$ cat config.mk
export PLATFORM = sky130hd
export DESIGN_NAME = seq_divider_flat
export DESIGN_NICKNAME = d
export VERILOG_FILES = /design/src/rtl/seq_divider_if.sv /design/src/rtl/seq_divider.sv /design/src/flat_wrapper.sv
export SDC_FILE = /design/constraint.sdc
export NUM_CORES = 1
export LEC_CHECK = 0
export ABC_AREA = 1
export BUFFER_PORTS_ARGS = -buffer_cell sky130_fd_sc_hd__buf_2
export CAP_MARGIN = 20
export CELL_PAD_IN_SITES_DETAIL_PLACEMENT = 0
export CELL_PAD_IN_SITES_GLOBAL_PLACEMENT = 1
export CORE_UTILIZATION = 30
export DETAILED_ROUTE_END_ITERATION = 8
export GPL_ROUTABILITY_DRIVEN = 0
export PLACE_DENSITY = 0.65
export SLEW_MARGIN = 25
export SYNTH_ARGS = -nofsm -noshare
export SYNTH_HDL_FRONTEND = slang
export SYNTH_SLANG_ARGS = --single-unit
$ cat constraint.sdc
create_clock -name clk -period 3.2 [get_ports clk]
set_input_delay 0.64 -clock clk [delete_from_list [all_inputs] [get_ports clk]]
set_output_delay 0.64 -clock clk [all_outputs]
set_load 0.01 [all_outputs]
$ cat src/rtl/seq_divider_if.sv
// rtl/seq_divider_if.sv - start/busy/done handshake and operand/result bus for seq_divider
interface seq_divider_if #(
    parameter int WIDTH = 4
);
    logic             start;
    logic [WIDTH-1:0] dividend;
    logic [WIDTH-1:0] divisor;
    logic [WIDTH-1:0] quotient;
    logic [WIDTH-1:0] remainder;
    logic             busy;
    logic             done;
    logic             dbz;

    modport master (
        output start, dividend, divisor,
        input  quotient, remainder, busy, done, dbz
    );

    modport slave (
        input  start, dividend, divisor,
        output quotient, remainder, busy, done, dbz
    );
endinterface

$ cat src/rtl/seq_divider.sv
// rtl/seq_divider.sv - multi-cycle restoring divider, one trial subtraction per clock
// Optional two's complement operation is enabled by defining DIV_SIGNED_EN.
module seq_divider #(
    parameter int WIDTH = 4
) (
    input logic         clk,
    input logic         rst,
    seq_divider_if.slave bus
);
    localparam int CW = (WIDTH > 2) ? $clog2(WIDTH) : 1;
    localparam logic [CW-1:0] LAST = CW'(WIDTH - 1);

    typedef enum logic [1:0] {
        IDLE = 2'd0,
        BUSY = 2'd1,
        DONE = 2'd2
    } state_t;

    state_t           state;
    state_t           state_nxt;

    logic [WIDTH:0]   rem;
    logic [WIDTH-1:0] quo;
    logic [WIDTH-1:0] dvs;
    logic [CW-1:0]    count;

    logic [WIDTH+1:0] trial;
    logic [WIDTH:0]   rem_next;
    logic [WIDTH-1:0] quo_next;

    logic [WIDTH-1:0] dvd_in;
    logic [WIDTH-1:0] dvs_in;
    logic [WIDTH-1:0] q_fix;
    logic [WIDTH-1:0] r_fix;

    logic [WIDTH-1:0] quotient_r;
    logic [WIDTH-1:0] remainder_r;
    logic             dbz_r;

    logic             accept;
    logic             div_zero;

    assign accept   = bus.start && (state != BUSY);
    assign div_zero = (bus.divisor == '0);

    // One restoring step: the sign bit of the widened trial decides keep vs restore.
    always_comb begin
        trial    = {rem, quo[WIDTH-1]} - {2'b00, dvs};
        rem_next = trial[WIDTH:0];
        quo_next = {quo[WIDTH-2:0], 1'b1};
        if (trial[WIDTH+1]) begin
            rem_next = {rem[WIDTH-1:0], quo[WIDTH-1]};
            quo_next = {quo[WIDTH-2:0], 1'b0};
        end
    end

`ifdef DIV_SIGNED_EN
    logic neg_q;
    logic neg_r;

    assign dvd_in = bus.dividend[WIDTH-1] ? -bus.dividend : bus.dividend;
    assign dvs_in = bus.divisor[WIDTH-1]  ? -bus.divisor  : bus.divisor;
    // Most-negative / -1 wraps naturally: magnitude 2^(WIDTH-1) negated is itself.
    assign q_fix  = neg_q ? -quo_next : quo_next;
    assign r_fix  = neg_r ? -rem_next[WIDTH-1:0] : rem_next[WIDTH-1:0];

    always_ff @(posedge clk or posedge rst) begin
        if (rst) begin
            neg_q <= 1'b0;
            neg_r <= 1'b0;
        end else if (accept) begin
            neg_q <= bus.dividend[WIDTH-1] ^ bus.divisor[WIDTH-1];
            neg_r <= bus.dividend[WIDTH-1];
        end
    end
`else
    assign dvd_in = bus.dividend;
    assign dvs_in = bus.divisor;
    assign q_fix  = quo_next;
    assign r_fix  = rem_next[WIDTH-1:0];
`endif

    always_ff @(posedge clk or posedge rst) begin
        if (rst) begin
            state <= IDLE;
        end else begin
            state <= state_nxt;
        end
    end

    always_comb begin
        state_nxt = state;
        if (accept) begin
            state_nxt = div_zero ? DONE : BUSY;
        end else begin
            case (state)
                IDLE:    state_nxt = IDLE;
                BUSY:    if (count == LAST) state_nxt = DONE;
                DONE:    state_nxt = IDLE;
                default: state_nxt = IDLE;
            endcase
        end
    end

    // Result registers change only on entry to DONE, so they hold through the next BUSY.
    always_ff @(posedge clk or posedge rst) begin
        if (rst) begin
            rem         <= '0;
            quo         <= '0;
            dvs         <= '0;
            count       <= '0;
            quotient_r  <= '0;
            remainder_r <= '0;
            dbz_r       <= 1'b0;
        end else if (accept) begin
            rem   <= '0;
            quo   <= dvd_in;
            dvs   <= dvs_in;
            count <= '0;
            if (div_zero) begin
                quotient_r  <= '1;
                remainder_r <= bus.dividend;
                dbz_r       <= 1'b1;
            end else begin
                dbz_r       <= 1'b0;
            end
        end else if (state == BUSY) begin
            rem   <= rem_next;
            quo   <= quo_next;
            count <= count + 1'b1;
            if (count == LAST) begin
                quotient_r  <= q_fix;
                remainder_r <= r_fix;
            end
        end
    end

    assign bus.busy      = (state == BUSY);
    assign bus.done      = (state == DONE);
    assign bus.quotient  = quotient_r;
    assign bus.remainder = remainder_r;
    assign bus.dbz       = dbz_r;
endmodule
$ cat src/flat_wrapper.sv
// flat-port wrapper written by rule: the top's interface ports become plain ports
module seq_divider_flat 
#(
    parameter int WIDTH = 4
)
  (clk, rst, bus_start, bus_dividend, bus_divisor, bus_quotient, bus_remainder, bus_busy, bus_done, bus_dbz);
  seq_divider_if #(.WIDTH(WIDTH)) bus_i ();
  input logic clk;
  input logic rst;
  input wire logic [$bits(bus_i.start)-1:0] bus_start;
  input wire logic [$bits(bus_i.dividend)-1:0] bus_dividend;
  input wire logic [$bits(bus_i.divisor)-1:0] bus_divisor;
  output wire logic [$bits(bus_i.quotient)-1:0] bus_quotient;
  output wire logic [$bits(bus_i.remainder)-1:0] bus_remainder;
  output wire logic [$bits(bus_i.busy)-1:0] bus_busy;
  output wire logic [$bits(bus_i.done)-1:0] bus_done;
  output wire logic [$bits(bus_i.dbz)-1:0] bus_dbz;
  assign bus_i.start = bus_start;
  assign bus_i.dividend = bus_dividend;
  assign bus_i.divisor = bus_divisor;
  assign bus_quotient = bus_i.quotient;
  assign bus_remainder = bus_i.remainder;
  assign bus_busy = bus_i.busy;
  assign bus_done = bus_i.done;
  assign bus_dbz = bus_i.dbz;
  seq_divider #(.WIDTH(WIDTH)) u_core (.clk(clk), .rst(rst), .bus(bus_i));
endmodule
**Word level (Yosys, flattened, before mapping)**

Index checks and enable logic that the tools add are counted.

- Bits in registers: 26
- Bits in latches: 0
- Bits in writable memories: 0
- Memory bits (read-only): 0
- Input bits: 11
- Output and inout bits: 11
- Logic and storage cells: 42
- Memories kept: 0

- Add/sub/neg operators: 2
- $mul: 0
- Divide/modulo/power cells: 0
- $lt $le $gt $ge: 0
- Equality and inequality tests: 6
- Shift-type cells: 0
- Multiplexer cells: 21
- Bitwise operators: 0
- Reduce and logical (&&, ||, !) cells: 5

Operators by type and width:

| cell | count |
|---|---|
| two-way mux 4 bit | 10 |
| two-way mux 5 bit | 3 |
| two-way mux 2 bit | 6 |
| subtractor 6 x 4 -> 6 bit | 1 |
| equality test 2 bit (second input constant) | 2 |
| logical NOT 4 bit | 1 |
| nonzero test 2 bit | 2 |
| inequality test 3 x 1 -> 1 bit (second input constant) | 1 |
| AND reduction 3 bit | 1 |
| adder 2 x 1 -> 2 bit (second input constant) | 1 |
| equality test 2 x 1 -> 1 bit (second input constant) | 1 |
| two-way mux 1 bit | 2 |
| inequality test 2 x 1 -> 1 bit (second input constant) | 1 |
| inequality test 2 bit (second input constant) | 1 |
| logical AND 1 bit | 1 |

**Logic depth before layout (Yosys ltp)**

Gate-level depths: netlist (run 1).

- Depth in word-level cells: 5
- Mapped depth: 13
- Depth with buffers taken out: 13

**Worst setup path after synthesis (run 1)**

OpenSTA, ideal clock, no wires.

- Path type: reg2reg
- From: register u_core.quo[3]
- To: register u_core.rem[4]
- Library setup time: 0.117 ns
- Arrival time: 1.438 ns
- Required time: 3.083 ns
- Slack: 1.645 ns
- Cell stages (with the launch flop): 11
- Path buffers: 0
- Clock period less this slack: 1.555 ns
- Cells stage by stage: dfrtp_1 > inv_1 > ha_1 > inv_1 > fa_1 > nand2_1 > nand2_1 > a21oi_1 > nand3_1 > nand3_1 > nand2_1

- Word-level cells in the longest chain between the ends: 4

RTL lines:

| item | RTL line | source |
|---|---|---|
| start, declared | seq_divider.sv:23 | `logic [WIDTH-1:0] quo;` |
| start signal, assigned | seq_divider.sv:117 | `quo <= dvd_in;` |
| start signal, assigned | seq_divider.sv:129 | `quo <= quo_next;` |
| subtractor 6 x 4 -> 6 bit | seq_divider.sv:48 | `trial = {rem, quo[WIDTH-1]} - {2'b00, dvs};` |
| two-way mux 5 bit | seq_divider.sv:51 | `if (trial[WIDTH+1]) begin` |
| two-way mux 5 bit | seq_divider.sv:127 | `end else if (state == BUSY) begin` |
| two-way mux 5 bit | seq_divider.sv:115 | `end else if (accept) begin` |
| end signal, assigned | seq_divider.sv:128 | `rem <= rem_next;` |
| end, declared | seq_divider.sv:22 | `logic [WIDTH:0] rem;` |

No other way between the ends. The select of a mux whose other input is x is not followed.
A chain may end at the register's enable or synchronous reset.

**Worst setup path in the final report (run 1)**

Same ends and word-level chain as after synthesis.

==> results of run 1 <==
layout make-up:
cell class	count	area, µm²	share of cell area [%]
Clock buffer	4	55.1	3.41
Sequential cell	26	651	40.3
Inverter	28	110	6.82
Multi-Input combinational cell	113	629	39.0
Timing Repair Buffer	21	105	6.51
Tap cell	52	65.1	4.03
state kept, by name, summed over array words and instances, names as in the netlist:
register and cells:
u_core.bus.remainder 4, u_core.bus.dbz 1, u_core.count 2, u_core.state 2
u_core.quo 4, u_core.bus.quotient 4, u_core.rem 5, u_core.dvs 4
cells in the final DEF (no fill, tap or decap):
| cell type | synthesis | final |
|---|---|---|
| nand2_4 | 1 | 1 |
| or2_0 | 4 | 4 |
| inv_4 | 2 | 2 |
| nor2_1 | 7 | 7 |
| clkbuf_8 | 0 | 4 |
| nand3_2 | 1 | 1 |
| nand3_1 | 12 | 12 |
| o221ai_1 | 3 | 3 |
| nand2_1 | 45 | 45 |
| nand4_1 | 5 | 5 |
| ha_1 | 5 | 5 |
| nand2_2 | 5 | 5 |
| a22oi_1 | 1 | 1 |
| fa_1 | 1 | 1 |
| inv_1 | 23 | 22 |
| nor2_8 | 1 | 1 |
| nor2_2 | 1 | 1 |
| nand3b_1 | 1 | 1 |
| a22o_1 | 1 | 1 |
| dfrtp_1 | 26 | 26 |
| xor2_1 | 1 | 1 |
| a31oi_1 | 1 | 1 |
| inv_2 | 3 | 4 |
| o21ai_0 | 7 | 7 |
| nor2_4 | 1 | 1 |
| a21oi_1 | 9 | 9 |
| buf_2 | 1 | 21 |
metal layers:
| layer | track usage (%) | wire length (µm) |
|---|---|---|
| met5 | 0 | 0 |
| met4 | 2.00 | 12 |
| met3 | 3.61 | 106 |
| met2 | 22.1 | 1440 |
| met1 | 17.9 | 1530 |
cells by family after synthesis:
family / synth area share, %
xor gates and xnor gates: 0.626
AOI/OAI and AO/OA: 9.21
adders and majority gates: 5.90
and+or+nand+nor: 29.2
buffers and inverters: 8.50
DFF: 46.5
metrics by stage:
| step | area, µm² | total power, mW | setup slack (ns) | instances |
|---|---|---|---|---|
| 3_5_place_dp | 1560 | 1.57 | 1.40 | 240 |
| 4_1_cts | 1620 | 1.79 | 1.43 | 244 |
| 3_3_place_gp | 1560 | 1.56 | 1.39 | 240 |
| 6_report | 1620 | 1.77 | 1.43 | 244 |
| 2_1_floorplan | 1400 | 1.32 | 1.64 | 169 |
| 5_1_grt | 1620 | 1.95 | 1.29 | 244 |
final timing paths:
| kind | startpoint | end |
|---|---|---|
| worst max-delay path | u_core.quo[3]$_DFFE_PP0P_ | u_core.rem[4]$_DFFE_PP0P_ |
| worst min register to register | u_core.bus.dbz$_DFFE_PP0P_ | u_core.bus.dbz$_DFFE_PP0P_ |
| max in group asynchronous | rst | u_core.rem[0]$_DFFE_PP0P_ |
| min in group clk | u_core.bus.dbz$_DFFE_PP0P_ | u_core.bus.dbz$_DFFE_PP0P_ |
| worst min-delay path | rst | u_core.rem[3]$_DFFE_PP0P_ |
| worst max register to register | u_core.quo[3]$_DFFE_PP0P_ | u_core.rem[4]$_DFFE_PP0P_ |
worst max-delay path, cell delays in order, from the launching register on:
cell	delay (ns)
dfrtp_1	0.40
inv_1	0.10
ha_1	0.15
inv_1	0.06
fa_1	0.40
nand2_1	0.09
nand2_1	0.05
a21oi_1	0.18
nand3_1	0.10
nand3_1	0.09
nand2_1	0.05
power groups by stage:
stage	sequential [mW]	combinational (mW)	clock, mW
floorplan	0.583	0.733	0
global placement	0.573	0.987	0
detailed placement	0.578	0.994	0
CTS	0.572	0.999	0.221
global route	0.593	1.12	0.237
finish	0.572	0.990	0.213
==> results.py, run 1 <==
metrics = {
    "layout": {
        "design.final.nets": 210,
        "nFillCells": 459,
        "post-route-util_pct": 36.6,
        "antenna-diode-count": 0,
        "drive_above_1_share_pct": 21.4,
        "syn_to_final_growth_pct": 15.5,
    },
    "clock_tree": {
        "cts_resized": 0,
        "post-cts-setup-buffer-count": 0,
        "clockRootBuffer": "clkbuf_8",
        "cts_htree_levels": 1,
        "cts.clk_slew.worst_paths_ns": 0.09,
        "numClockSinks": 26,
        "worst_skew_pair.late_latency_ns": 0.27,
        "cts_tree": "yes",
        "cts_hold_buf": 0,
        "cts_inserted_buffers": 3,
        "ctsLongestPathBuffers": 2,
    },
    "critical_path": {
        "startpoint_type": "flip-flop",
        "regToRegSetupSlack_ns": 1.43,
        "arrival_ns": 1.94,
        "worstRegToRegCells": 10,
        "critical_path.max_fanout": 2,
        "cp-end-kind": "flip-flop",
        "path_class": "flip-flop to flip-flop",
        "worst-endpoint-required_ns": 3.37,
    },
    "drt": {
        "average_wire_per_standard_cell_um": 12.6,
        "drt-pass1-iter-count": 4,
        "routed_wl_um": 3090,
        "vias_per_cell": 4.74,
        "antenna_left": 0,
        "drt_iter0_markers": 74,
        "route.detailed.drc": 0,
        "route.vias.total": 1156,
    },
    "logic_synthesis": {
        "synthDominantAreaCellType": "dfrtp_1",
        "synth_flop_cell": "dfrtp_1",
        "yosys.area.top_type_share_pct": 46.5,
        "synth.cells.most_frequent": "45 x nand2_1, 26 x dfrtp_1, 23 x inv_1",
        "total_of_flip_flops_plus_latches_after_synthesis": 26,
        "seq_area_frac_synth_pct": 46.5,
        "count_of_cell_types_in_the_netlist": 27,
        "synth-edff-count": 0,
        "synth_fp_nets": 186,
        "synth.avg_cell_area_um2": 8.28,
        "synth-warning-count": 0,
        "post_synth_instance_area_um2": 1400,
        "netlist_instances": 169,
        "synth.area.top_cells": "dfrtp_1 47%, nand2_1 12%, inv_1 6.2%",
        "asyncSetResetFlopFracSynth_pct": 100,
        "post-synth-top-count-cell": "nand2_1",
    },
    "power_and_ir_drop": {
        "pwr-share-clk_pct": 12.0,
        "peakVddDrop_mv": 0.314,
        "intPower_uw": 955,
        "power_per_cell_area_nw_per_um2": 1100,
        "power_frac_seq_pct": 32.2,
        "swShare_pct": 46.2,
        "p_leak_nw": 0.852,
        "net-switching-power_uw": 820,
        "power.combinational.fraction_pct": 55.8,
    },
    "die": {
        "fp.dieW_um": 70.3,
        "die-area_um2": 4940,
        "dieHeight_um": 70.3,
        "floorplan.initialDensity_pct": 31.7,
        "core.rowCount": 24,
        "io_pins": 22,
        "core_area_um2": 4410,
    },
    "global_routing": {
        "first_global_vias": 1114,
        "first_pass_grt_wire_length_um": 5200,
        "grt_util_all_layers_pct": 13.4,
        "grt_antenna_before_repair": 0,
        "grt_start_max_net_pins": 27,
        "globalRouteOverflowTotal": 0,
    },
    "sta": {
        "final_hold_vio_count": 0,
        "drv_slew": 0,
        "rsz0062_at_grt": "false",
        "final.min_clock_period_ns": 1.77,
        "skew_ns": 0.00629,
        "final-setup-viol-count": 0,
        "fmax_mhz": 565,
        "tns_ns": 0,
        "worst_pin_slew_ns": 0.564,
        "post-route-period-util_pct": 55.3,
        "worst_hold_slack_ns": 0.414,
        "maxSlewHeadroom_pct": 62.4,
    },
    "placement": {
        "port_buffers": 21,
        "hpwl_um": 2410,
    },
    "run": {
        "max_cap_violations": 0,
    },
    "worst_hold_path": {
        "class_of_the_most_critical_hold_timing_path": "input pin to async pin",
    },
    "status": {
        "run_status": "finished clean",
    },
}
(Power assumes the default switching activity.)
==> run 2, diff against run 1 <==
Settings changed: PLACE_DENSITY 0.65 to 0.67.
Clock period 3.2 ns to 1.5 ns, I/O delays scaled along.
==> run 2 against run 1 <==
Effect of this change:
- the run now ends with setup timing left
- first-iteration DRC count fell by 41%
- final area rose by 18%
- register-to-register slack got worse by 1.5 ns
- total power rose to 2.7 times the previous value
- critical endpoint unchanged
- hold slack got worse by 0.36 ns
- maximum frequency rose by 11%
==> results.py, run 2 (synthesis gave the netlist of run 1 again) <==
metrics = {
    "critical_path": {
        "timing.critical_path.cells": "inv_2 > ha_4 > inv_4 > fa_2 > nand2_1 > nand2_1 > a21oi_2 > nand2_1 > nand2_1 > nand3_1 > nand2_1",
        "crit_path_top_delay_cell": "dfrtp_1",
        "regToRegSetupSlack_ns": -0.09,
        "r2r-end": "u_core.rem[4]$_DFFE_PP0P_",
        "regToRegStartpoint": "u_core.quo[3]$_DFFE_PP0P_",
        "worstRegToRegCells": 11,
        "arrival_ns": 1.82,
        "startpoint_type": "flip-flop",
        "worst_path_largest_cell_delay_ns": 0.40,
        "worst-endpoint-required_ns": 1.73,
        "path_class": "flip-flop to flip-flop",
        "cp-end-kind": "flip-flop",
        "critical_path.max_fanout": 2,
        "path_common_cell": "nand2_1",
    },
    "sta": {
        "drv_slew": 0,
        "rsz0062_at_grt": "true",
        "final.min_clock_period_ns": 1.59,
        "maxSlewHeadroom_pct": 77.5,
        "skew_ns": 0.0123,
        "worst_hold_slack_ns": 0.0548,
        "post-route-period-util_pct": 106,
        "fmax_mhz": 627,
        "worst_pin_slew_ns": 0.337,
        "tns_ns": -0.455,
        "final-setup-viol-count": 10,
        "final_hold_vio_count": 0,
        "final.setup.worst_slack_ns": -0.0945,
    },
    "status": {
        "violations_in_the_final_reports": "setup timing",
        "run_status": "complete, but fails checks",
    },
    "layout": {
        "post-route-util_pct": 43.3,
        "design.final.nets": 228,
        "regMostFlops": "u_core.rem",
        "layout_common_cells": "39 x nand2_1, 26 x dfrtp_1, 21 x buf_2",
        "antenna-diode-count": 0,
        "mostFrequentLayoutCell": "nand2_1",
        "syn_to_final_growth_pct": 36.7,
        "largest_register_ff_count": 5,
        "drive_above_1_share_pct": 38.6,
    },
    "placement": {
        "port_buffers": 21,
        "hpwl_um": 2400,
        "dp_worst_setup_slack_ns": -0.162,
    },
    "drt": {
        "route.vias.total": 1232,
        "drt_iter0_markers": 44,
        "routed_wl_um": 3350,
        "average_wire_per_standard_cell_um": 12.8,
        "antenna_left": 0,
        "route.detailed.drc": 0,
        "vias_per_cell": 4.70,
        "drt-pass1-iter-count": 5,
    },
    "die": {
        "io_pins": 22,
        "core.rowCount": 24,
        "core_area_um2": 4410,
        "floorplan.initialDensity_pct": 31.7,
        "fp.dieW_um": 70.3,
        "dieHeight_um": 70.3,
        "die-area_um2": 4940,
    },
    "global_routing": {
        "first_pass_grt_wire_length_um": 5690,
        "first_global_vias": 1201,
        "grt_start_max_net_pins": 27,
        "grt_antenna_before_repair": 0,
        "grt_util_all_layers_pct": 14.8,
        "globalRouteOverflowTotal": 0,
    },
    "clock_tree": {
        "numClockSinks": 26,
        "ctsLongestPathBuffers": 2,
        "cts.clk_slew.worst_paths_ns": 0.10,
        "worst_skew_pair.late_latency_ns": 0.28,
        "cts_htree_levels": 1,
        "cts_inserted_buffers": 3,
        "cts_hold_buf": 0,
        "clockRootBuffer": "clkbuf_8",
        "cts_tree": "yes",
    },
    "power_and_ir_drop": {
        "p_total_mw": 4.88,
        "peakVddDrop_mv": 0.778,
        "p_leak_nw": 0.975,
        "power_per_cell_area_nw_per_um2": 2550,
    },
    "worst_hold_path": {
        "class_of_the_most_critical_hold_timing_path": "input pin to async pin",
    },
    "run": {
        "max_cap_violations": 0,
    },
}
==> run 2: cell count changes in the layout (fill, tap and decap cells not counted), moves of 3 or more <==
cell,change
buf_4,+17
inv_1,-3
nand2_1,-6
nand2_4,+6
nand3_1,-7
nand3_2,+5
==> run 2: layout make-up <==
| type | instances | area (µm²) |
|---|---|---|
| Fill cell | 468 | 2500 |
| Multi-Input combinational cell | 113 | 768 |
| Sequential cell | 26 | 651 |
| Timing Repair Buffer | 39 | 244 |
| Inverter | 28 | 113 |
| Tap cell | 52 | 65.1 |
| Clock buffer | 3 | 41.3 |
| Clock inverter | 1 | 30.0 |
==> run 2: report_power, final <==
part           switching, mW  internal, mW
logic                   1.73          1.32
registers              0.203          1.03
clock network          0.237         0.357
==> run 2: per-stage QoR <==
stage               area [µm²]  std cells
detailed placement        1670        254
CTS                       1810        259
finish                    1910        262
global placement          1670        254
floorplan                 1410        169
global route              1910        262
==> run 2: repair_timing <==
action / CTS / global route
pin swaps: 13 / 29
setup buffers: 1 / 3
resized for setup: 16 / 18
endpoints found under the setup margin: 11 / 11
==> run 2: how the worst max path moves through the flow <==
stage                                   start                         to  slack [ns]  depth (start not counted)
global placement    u_core.quo[3]$_DFFE_PP0P_  u_core.rem[4]$_DFFE_PP0P_       -0.17                         10
CTS                 u_core.quo[3]$_DFFE_PP0P_  u_core.rem[4]$_DFFE_PP0P_       -0.15                         10
global route        u_core.rem[0]$_DFFE_PP0P_  u_core.rem[2]$_DFFE_PP0P_       -0.22                         10
floorplan           u_core.quo[3]$_DFFE_PP0P_  u_core.rem[4]$_DFFE_PP0P_        0.01                         10
finish              u_core.quo[3]$_DFFE_PP0P_  u_core.rem[4]$_DFFE_PP0P_       -0.09                         11
detailed placement  u_core.quo[3]$_DFFE_PP0P_  u_core.rem[4]$_DFFE_PP0P_       -0.16                         10
==> run 2: per-layer routing <==
layer / vias up / GRT usage [%] / routed length [µm]
met5: - / 0 / 0
met4: 0 / 4.00 / 55
met3: 6 / 3.32 / 127
met2: 25 / 25.3 / 1690
met1: 578 / 18.8 / 1470
li1: 623 / - / -
==> run 2: critical path, delay by kind of cell, from the launching register on <==
family          cells  cell delay (ns)
flops               1             0.40
fa+ha+maj           2             0.48
buf+inv             2             0.11
simple gates        6             0.41
compound gates      1             0.14
